### src/rtl/tri_fetch_pipe.sv
// tri_fetch_pipe: walks the transformed-vertex result memory and hands one
// triangle (list or strip topology) plus its colour at a time to the rasteriser.
//
// Ports:
//   clock, reset          rising-edge clock, asynchronous active-high reset
//   start, strip, count   frame request; strip/count latched when start is taken
//   done                  high while idle
//   mem_read_addr/data    vertex word memory, data valid one cycle after address
//   mem_col_addr/data     colour memory indexed by triangle, same latency
//   ax..cz, colour        registered triangle handed to the rasteriser
//   draw_en, draw_done    one-cycle triangle-valid pulse / rasteriser completion
module tri_fetch_pipe #(
    parameter int unsigned WIDTH        = 32,
    parameter int unsigned COLOUR_WIDTH = 3
) (
    input  logic                    clock,
    input  logic                    reset,
    input  logic                    start,
    input  logic                    strip,
    input  logic [WIDTH-1:0]        count,
    output logic                    done,
    output logic [WIDTH-1:0]        mem_read_addr,
    input  logic [WIDTH-1:0]        mem_read_data,
    output logic [WIDTH-1:0]        mem_col_addr,
    input  logic [COLOUR_WIDTH-1:0] mem_col_data,
    output logic [WIDTH-1:0]        ax,
    output logic [WIDTH-1:0]        ay,
    output logic [WIDTH-1:0]        az,
    output logic [WIDTH-1:0]        bx,
    output logic [WIDTH-1:0]        by,
    output logic [WIDTH-1:0]        bz,
    output logic [WIDTH-1:0]        cx,
    output logic [WIDTH-1:0]        cy,
    output logic [WIDTH-1:0]        cz,
    output logic [COLOUR_WIDTH-1:0] colour,
    output logic                    draw_en,
    input  logic                    draw_done
);

    typedef enum logic [2:0] {
        S_IDLE,
        S_FETCH,
        S_LAST,
        S_DRAW,
        S_WAIT_DRAW
    } state_t;

    // Slots 0..8 are a.x a.y a.z b.x b.y b.z c.x c.y c.z; strip refills only c.
    localparam int unsigned SLOT_W = 4;
    localparam logic [SLOT_W-1:0] SLOT_LIST_FIRST  = SLOT_W'(0);
    localparam logic [SLOT_W-1:0] SLOT_STRIP_FIRST = SLOT_W'(6);
    localparam logic [SLOT_W-1:0] SLOT_FINAL       = SLOT_W'(8);

    state_t            state;
    logic              strip_q;
    logic [WIDTH-1:0]  count_q;
    logic [WIDTH-1:0]  wa;
    logic [WIDTH-1:0]  ti;
    logic [SLOT_W-1:0] slot;
    logic              rd_valid;
    logic [SLOT_W-1:0] rd_slot;

    assign mem_read_addr = wa;
    assign mem_col_addr  = ti;

    // Control FSM with read-return pipeline: the slot of each issued read
    // travels one cycle alongside it so the returning word lands in place.
    always_ff @(posedge clock or posedge reset) begin
        if (reset) begin
            state    <= S_IDLE;
            strip_q  <= 1'b0;
            count_q  <= '0;
            wa       <= '0;
            ti       <= '0;
            slot     <= '0;
            rd_valid <= 1'b0;
            rd_slot  <= '0;
            ax       <= '0;
            ay       <= '0;
            az       <= '0;
            bx       <= '0;
            by       <= '0;
            bz       <= '0;
            cx       <= '0;
            cy       <= '0;
            cz       <= '0;
            colour   <= '0;
            draw_en  <= 1'b0;
            done     <= 1'b1;
        end else begin
            draw_en  <= 1'b0;
            rd_valid <= 1'b0;

            if (rd_valid) begin
                case (rd_slot)
                    SLOT_W'(0): ax <= mem_read_data;
                    SLOT_W'(1): ay <= mem_read_data;
                    SLOT_W'(2): az <= mem_read_data;
                    SLOT_W'(3): bx <= mem_read_data;
                    SLOT_W'(4): by <= mem_read_data;
                    SLOT_W'(5): bz <= mem_read_data;
                    SLOT_W'(6): cx <= mem_read_data;
                    SLOT_W'(7): cy <= mem_read_data;
                    SLOT_W'(8): cz <= mem_read_data;
                    default: ;
                endcase
            end

            case (state)
                S_IDLE: begin
                    if (start) begin
                        strip_q <= strip;
                        count_q <= count;
                        wa      <= '0;
                        ti      <= '0;
                        slot    <= SLOT_LIST_FIRST;
                        if (count != '0) begin
                            state <= S_FETCH;
                            done  <= 1'b0;
                        end
                    end
                end

                S_FETCH: begin
                    rd_valid <= 1'b1;
                    rd_slot  <= slot;
                    wa       <= wa + WIDTH'(1);
                    slot     <= slot + SLOT_W'(1);
                    if (slot == SLOT_FINAL) begin
                        state <= S_LAST;
                    end
                end

                // Final word arrives this cycle through the pipeline above.
                S_LAST: begin
                    colour  <= mem_col_data;
                    draw_en <= 1'b1;
                    state   <= S_DRAW;
                end

                S_DRAW: begin
                    state <= S_WAIT_DRAW;
                end

                S_WAIT_DRAW: begin
                    if (draw_done) begin
                        if (ti + WIDTH'(1) == count_q) begin
                            state <= S_IDLE;
                            done  <= 1'b1;
                        end else begin
                            ti    <= ti + WIDTH'(1);
                            state <= S_FETCH;
                            if (strip_q) begin
                                slot <= SLOT_STRIP_FIRST;
                                ax   <= bx;
                                ay   <= by;
                                az   <= bz;
                                bx   <= cx;
                                by   <= cy;
                                bz   <= cz;
                            end else begin
                                slot <= SLOT_LIST_FIRST;
                            end
                        end
                    end
                end

                default: begin
                    state <= S_IDLE;
                end
            endcase
        end
    end

endmodule

### config.mk
export PLATFORM = sky130hd
export DESIGN_NAME = tri_fetch_pipe
export DESIGN_NICKNAME = d
export VERILOG_FILES = /design/src/rtl/tri_fetch_pipe.sv
export SDC_FILE = /design/constraint.sdc
export NUM_CORES = 1
export LEC_CHECK = 0
export CAP_MARGIN = 5
export CORE_MARGIN = 5
export CORE_UTILIZATION = 51
export DETAILED_ROUTE_END_ITERATION = 6
export GPL_ROUTABILITY_DRIVEN = 0
export GPL_TIMING_DRIVEN = 0
export PLACE_DENSITY_LB_ADDON = 0.12
export REMOVE_ABC_BUFFERS = 1
export SLEW_MARGIN = 20
export SYNTH_ARGS = -nofsm -noshare
export SYNTH_HDL_FRONTEND = slang
export SYNTH_SLANG_ARGS = --single-unit
### constraint.sdc
create_clock -name clock -period 20.2 [get_ports clock]
set_input_delay 6.06 -clock clock [delete_from_list [all_inputs] [get_ports clock]]
set_output_delay 6.06 -clock clock [all_outputs]
set_load 0.02 [all_outputs]
### Word level (Yosys, flattened, before mapping)

Index checks and enable logic that the tools add are counted.

| word-level totals | value |
|---|---|
| bits in registers | 402 |
| output and inout port bits | 357 |
| word-level logic and storage cells | 117 |

| cells by class | value |
|---|---|
| reductions and logical operators | 15 |
| equality and inequality tests | 20 |
| add/subtract/negate cells | 3 |
| muxes and demuxes | 59 |

Operators by type and width:

| cell | count |
|---|---|
| two-way mux 32 bit | 39 |
| case mux 32 bit (2 select lines) | 2 |
| adder 32 x 1 -> 32 bit, second input constant | 2 |
| == test 32 bit | 1 |
| nonzero test 32 bit | 1 |
| == test 4 x 3 -> 1 bit, second input constant | 4 |
| two-way mux 3 bit | 5 |
| case mux 3 bit (5 select lines) | 1 |
| two-way mux 4 bit | 3 |
| inequality test 2 bit, second input constant | 6 |
| case mux 4 bit (3 select lines) | 1 |
| AND reduction 4 bit | 3 |
| AND reduction 2 bit | 5 |
| == test 4 x 2 -> 1 bit, second input constant | 2 |
| == test 4 bit, second input constant | 2 |
| two-way mux 1 bit | 7 |
| == test 3 x 2 -> 1 bit, second input constant | 2 |
| AND reduction 5 bit | 1 |
| adder 4 x 1 -> 4 bit, second input constant | 1 |
| == test 4 x 1 -> 1 bit, second input constant | 1 |
| zero test 4 bit | 1 |
| nonzero test 2 bit | 2 |
| == test 3 x 1 -> 1 bit, second input constant | 1 |
| == test 3 bit, second input constant | 1 |
| 3 further kinds | 3 |

### Longest topological paths before layout

| logic depth | value |
|---|---|
| word-level depth | 7 |
| gate-level depth with buffers | 14 |
| gate-level depth less buffers | 10 |

### Worst setup path after synthesis

No wires, ideal clock.

| path | value |
|---|---|
| path kind | in2reg |
| from | in draw_done |
| to | reg ay[0] |
| arrival | 7,108 ps |
| path buffers | 2 |
| path slack | 12,960 ps |
| data required time | 20,068 ps |
| cell stages on the path | 6 |
| cell sequence | inv_1 > nor2_1 > o211a_4 > buf_2 > clkbuf_1 > o21ai_1 |

| on the way | value |
|---|---|
| cells in the longest elaborated chain, start to end | 2 |

RTL lines:

| item | RTL line | source |
|---|---|---|
| start: declaration | 37 | `input logic draw_done` |
| two-way mux 32 bit | 146 | `if (draw_done) begin` |
| two-way mux 32 bit | 109 | `case (state)` |
| end signal: assignment | 97 | `SLOT_W'(1): ay <= mem_read_data;` |
| end signal: assignment | 156 | `ay <= by;` |
| end: declaration | 27 | `output logic [WIDTH-1:0] ay,` |

Every way passes these cells.
A chain may end at the register's enable or synchronous reset.

### Worst setup path in the final report

| path | value |
|---|---|
| from | in draw_done |
| to | reg ti[0] (netlist: mem_col_addr[0]) |

| on the way | value |
|---|---|
| cells in the longest elaborated chain, start to end | 2 |

RTL lines:

| item | RTL line | source |
|---|---|---|
| inequality test 2 bit (no source line) | - |  |
| AND reduction 4 bit (no source line) | - |  |
| end signal: assignment | 151 | `ti <= ti + WIDTH'(1);` |
| end: declaration | 58 | `logic [WIDTH-1:0] ti;` |

Every way passes these cells.

==> flow_summary.html <==
<table>
<tr><th>Metric</th><th>Value</th></tr>
<tr><th colspan="2">Global route</th></tr>
<tr><td>First-pass GRT wire length</td><td>89450 µm</td></tr>
<tr><td>Remaining global-route overflow</td><td>0</td></tr>
<tr><td>Maximum number of pins on one net before global-route repair</td><td>105</td></tr>
<tr><td>Number of global-route vias before repair</td><td>14980</td></tr>
<tr><td>Antenna violations before repair</td><td>2</td></tr>
<tr><td>Total routing resource utilization after global routing</td><td>0.2707</td></tr>
<tr><th colspan="2">Layout</th></tr>
<tr><td>Commonest cells after routing, fill and taps aside</td><td>428 x sky130_fd_sc_hd__clkdlybuf4s50_1, 401 x sky130_fd_sc_hd__dfrtp_1, 379 x sky130_fd_sc_hd__nand2_1, 209 x sky130_fd_sc_hd__mux2i_1, 162 x sky130_fd_sc_hd__o21ai_1</td></tr>
<tr><td>Leading cell type in the layout, fill and taps excluded</td><td>sky130_fd_sc_hd__clkdlybuf4s50_1</td></tr>
<tr><td>Ratio of cells with drive above 1 in the final layout</td><td>0.1027</td></tr>
<tr><td>Growth of design area from synthesis to finish</td><td>32.11%</td></tr>
<tr><td>Net count of the finished layout</td><td>2300</td></tr>
<tr><td>Cell Count, Final, Fillers Out</td><td>2770</td></tr>
<tr><td>Layout fillers</td><td>2959</td></tr>
<tr><td>Final std cell area, no fill</td><td>25600 µm²</td></tr>
<tr><th colspan="2">Floorplan</th></tr>
<tr><td>Number of standard-cell rows in the floorplan</td><td>71</td></tr>
<tr><td>Number of top-level pins</td><td>429</td></tr>
<tr><td>Initial core utilization</td><td>0.5156</td></tr>
<tr><td>Die span in x</td><td>204.9 µm</td></tr>
<tr><td>Total die area</td><td>41990 µm²</td></tr>
<tr><td>Vertical extent of the die</td><td>204.9 µm</td></tr>
<tr><td>Placeable core region</td><td>37580 µm²</td></tr>
<tr><th colspan="2">STA</th></tr>
<tr><td>Final Slew Violations</td><td>0</td></tr>
<tr><td>Worst hold slack across all endpoints</td><td>476.1 ps</td></tr>
<tr><td>Slack of the critical path</td><td>11760 ps</td></tr>
<tr><td>Final setup violation count</td><td>0</td></tr>
<tr><td>Final-report hold violation count</td><td>0</td></tr>
<tr><td>Crit path time final</td><td>8436 ps</td></tr>
<tr><td>Slew at the pin closest to its max-slew limit</td><td>1131 ps</td></tr>
<tr><td>Post-route fraction of the period consumed by the critical path</td><td>0.4176</td></tr>
<tr><td>Achievable frequency</td><td>0.1185 GHz</td></tr>
<tr><td>Slew headroom</td><td>0.2431</td></tr>
<tr><td>Unrepaired setup endpoints after global routing</td><td>no</td></tr>
<tr><td>Setup Skew</td><td>15.65 ps</td></tr>
<tr><th colspan="2">Routing</th></tr>
<tr><td>DRT Wirelength</td><td>58100 µm</td></tr>
<tr><td>DRC violations left</td><td>0</td></tr>
<tr><td>Via density</td><td>5.606</td></tr>
<tr><td>1st-iter DRT viols</td><td>1144</td></tr>
<tr><td>Count of TritonRoute iterations in the first routing pass</td><td>6</td></tr>
<tr><td>Post-detailed-route count of antenna-violating nets</td><td>0</td></tr>
<tr><td>Routed wirelength normalized by instance count</td><td>20.97 µm</td></tr>
<tr><td>Via count</td><td>15530</td></tr>
<tr><th colspan="2">Logic synthesis</th></tr>
<tr><td>Count of flip-flops with a built-in enable after synthesis</td><td>0</td></tr>
<tr><td>Synthesized area divided by synthesized cell count</td><td>10.30 µm²</td></tr>
<tr><td>Top FF cell, synth</td><td>sky130_fd_sc_hd__dfrtp_1</td></tr>
<tr><td>Dominant cells by area after synthesis</td><td>sky130_fd_sc_hd__dfrtp_1 52%, sky130_fd_sc_hd__mux2i_1 11%, sky130_fd_sc_hd__nand2_1 7.4%</td></tr>
<tr><td>Warning count from the yosys run</td><td>0</td></tr>
<tr><td>Number of instances in the synthesized netlist</td><td>1882</td></tr>
<tr><td>Top-area cell type share of the netlist area</td><td>0.5179</td></tr>
<tr><td>Cell area after synthesis</td><td>19380 µm²</td></tr>
<tr><td>Yosys cell types</td><td>79</td></tr>
<tr><td>Largest area contributor in the netlist</td><td>sky130_fd_sc_hd__dfrtp_1</td></tr>
<tr><td>Total of flip-flops plus latches after synthesis</td><td>402</td></tr>
<tr><td>Sequential cell area fraction in the yosys report</td><td>0.5192</td></tr>
<tr><td>Synth async-reset ratio</td><td>1.000</td></tr>
<tr><th colspan="2">Pwr</th></tr>
<tr><td>Power density normalized to cell area</td><td>161.4 nW/µm²</td></tr>
<tr><td>Standby leakage power</td><td>11.15 nW</td></tr>
<tr><td>VDD IR max</td><td>75.65 µV</td></tr>
<tr><th colspan="2">Critical path</th></tr>
<tr><td>Chain of cells forming the critical path</td><td>clkdlybuf4s50_1 -&gt; inv_1 -&gt; nor2_1 -&gt; o21a_1 -&gt; nor2_1 -&gt; mux2_2</td></tr>
<tr><td>Kind of critical path</td><td>input port to flip-flop</td></tr>
<tr><td>Endpoint required time on the critical path</td><td>20640 ps</td></tr>
<tr><td>Delay of the slowest critical-path stage</td><td>730 ps</td></tr>
<tr><td>Standard cell with the maximum stage delay on the critical path</td><td>sky130_fd_sc_hd__o21a_1</td></tr>
<tr><td>Most used cell along the critical path</td><td>sky130_fd_sc_hd__nor2_1</td></tr>
<tr><td>Data arrival time at the worst-slack endpoint</td><td>8880 ps</td></tr>
<tr><td>Capturing element type of the critical path</td><td>flip-flop</td></tr>
<tr><td>Worst path bufs/invs</td><td>2</td></tr>
<tr><td>CP startpoint kind</td><td>input port</td></tr>
<tr><td>Critical path launch point</td><td>draw_done</td></tr>
<tr><td>Worst path top cell family by delay</td><td>buffers and inverters</td></tr>
<tr><td>Worst r2r src</td><td>mem_col_addr[12]$_DFFE_PP0P_</td></tr>
<tr><td>Max Fanout on Critical Path</td><td>16</td></tr>
<tr><th colspan="2">Worst hold path</th></tr>
<tr><td>Hold_sp</td><td>mem_read_addr[31]$_DFFE_PP0P_</td></tr>
<tr><td>Worst hold path type</td><td>flip-flop to flip-flop</td></tr>
<tr><th colspan="2">Placed design</th></tr>
<tr><td>Number of cells after detailed placement</td><td>2689</td></tr>
<tr><td>Setup slack at placement</td><td>11240 ps</td></tr>
<tr><td>Placed inst area</td><td>24170 µm²</td></tr>
<tr><td>Buffers on Ports</td><td>428</td></tr>
<tr><td>Final HPWL DP</td><td>41420 µm</td></tr>
<tr><th colspan="2">Clocking</th></tr>
<tr><td>Maximum count of clock buffers along a single path</td><td>3</td></tr>
<tr><td>Clock edge transition at the registers on the reported setup and hold paths</td><td>60 ps</td></tr>
<tr><td>Clk Latency, worst-skew pair</td><td>570 ps</td></tr>
<tr><td>CTS tree</td><td>yes</td></tr>
<tr><td>Clock sinks</td><td>402</td></tr>
<tr><td>PostCTS Resize Cnt</td><td>0</td></tr>
<tr><td>Clock tree root buffer cell</td><td>sky130_fd_sc_hd__clkbuf_16</td></tr>
<tr><td>Buffers inserted by post-CTS timing repair</td><td>0</td></tr>
<tr><td>H-tree depth</td><td>2</td></tr>
<tr><td>CTS hold repair buffers</td><td>0</td></tr>
<tr><td>CTS Buf Count</td><td>44</td></tr>
<tr><th colspan="2">Run status</th></tr>
<tr><td>Run status</td><td>complete, no violations</td></tr>
<tr><th colspan="2">Flow run</th></tr>
<tr><td>Number of maximum-capacitance constraint violations</td><td>0</td></tr>
</table>
worst reg2reg max path: stages, from the launching register on:
cell and delay, ps:
sky130_fd_sc_hd__dfrtp_1 600, sky130_fd_sc_hd__nand4_1 420, sky130_fd_sc_hd__nor2_1 440, sky130_fd_sc_hd__nand4_1 240
sky130_fd_sc_hd__nor4b_1 310, sky130_fd_sc_hd__o31ai_1 180, sky130_fd_sc_hd__a2111o_1 490, sky130_fd_sc_hd__o21a_1 510
sky130_fd_sc_hd__nor2_1 1000, sky130_fd_sc_hd__mux2_2 320
synth_stat cells (all sizes together) (3+ instances only):
library cell / instances
dfrtp: 401
nand2: 384
o21ai: 235
mux2i: 209
mux2: 104
buf: 83
clkbuf: 76
nand3: 54
nor2: 39
nand4: 23
xnor2: 22
nor3: 21
nor4: 21
a21o: 17
o211ai: 15
inv: 13
o31ai: 13
a21oi: 12
and2: 12
xor2: 12
and3: 9
or3: 9
nand3b: 6
nand4b: 6
o22ai: 6
a31oi: 5
and4: 5
a2111o: 4
a211oi: 4
and3b: 4
ha: 4
nor2b: 4
nor3b: 4
nand2b: 3
or2: 3
or4: 3
flip-flops by register name, indices dropped and copies added (netlist names):
signal and flops:
ax 32, ay 32, az 32, bx 32, by 32, bz 32, count_q 32, cx 32
cy 32, cz 32, mem_col_addr 32, mem_read_addr 32, rd_slot 4, slot 4, colour 3, state 3
done 1, draw_en 1, rd_valid 1, strip_q 1
worst paths after layout:
kind                                                       to  slack [ps]  depth (start not counted)
worst min-delay path            mem_read_addr[31]$_DFFE_PP0P_         480                          1
worst min register to register  mem_read_addr[31]$_DFFE_PP0P_         480                          1
worst max register to register    mem_col_addr[0]$_DFFE_PP0P_       15630                          9
max in group asynchronous                     ax[6]$_DFF_PP0_       13140                          4
min in group asynchronous                    ay[20]$_DFF_PP0_        5830                          2
worst max-delay path              mem_col_addr[0]$_DFFE_PP0P_       11760                          6
layer usage:
layer  up-vias  routed length, µm  share of wire  track usage
met5         -                 14        0.00024            0
met4         2               2044          0.035      0.09737
met3       112               4490          0.077      0.06126
met2       535              27970           0.48       0.4439
met1      7617              23580           0.41       0.3560
li1       7264                  -              -            -
power breakdown:
group	switching (W)	internal, W	total [W]
registers	0.000273	0.00115	0.00143
clock network	0.000328	0.000467	0.000795
logic	0.00101	0.000898	0.00191
cells by family (layout without fill, tap and decap cells):
| kind of cell | count (synthesis) | count (layout) | share of synthesized area |
|---|---|---|---|
| adders and majority gates | 4 | 4 | 0.002583 |
| buffers and inverters | 173 | 549 | 0.04378 |
| and+or+nand+nor | 617 | 617 | 0.1478 |
| AOI/OAI and AO/OA | 338 | 338 | 0.1013 |
| DFF | 402 | 402 | 0.5192 |
| xor gates and xnor gates | 34 | 34 | 0.01576 |
| other | 0 | 1 | 0 |
| muxes | 314 | 314 | 0.1696 |
cell type report:
| cell class | instances | area (µm²) | share of cell area |
|---|---|---|---|
| clock inverters | 16 | 173.9 | 0.006794 |
| diodes | 1 | 2.502 | 0.00009776 |
| flip-flops and latches | 402 | 10060 | 0.3930 |
| inverters | 14 | 60.06 | 0.002346 |
| clock buffers | 64 | 1246 | 0.04869 |
| well taps | 511 | 639.4 | 0.02498 |
| multi-input cells | 1307 | 8542 | 0.3337 |
| repair buffers | 455 | 4872 | 0.1903 |
stage by stage:
step / total power [W] / TNS, ps / utilization
after floorplan: 0.002381 / 0 / -
after global placement: 0.003295 / -785390 / 0.6255
after detailed placement: 0.003361 / 0 / 0.6433
after CTS: 0.004166 / 0 / 0.6811
after global routing: 0.004353 / 0 / 0.6812
final: 0.004132 / 0 / 0.6812
Power figures use the tool's default switching activity.
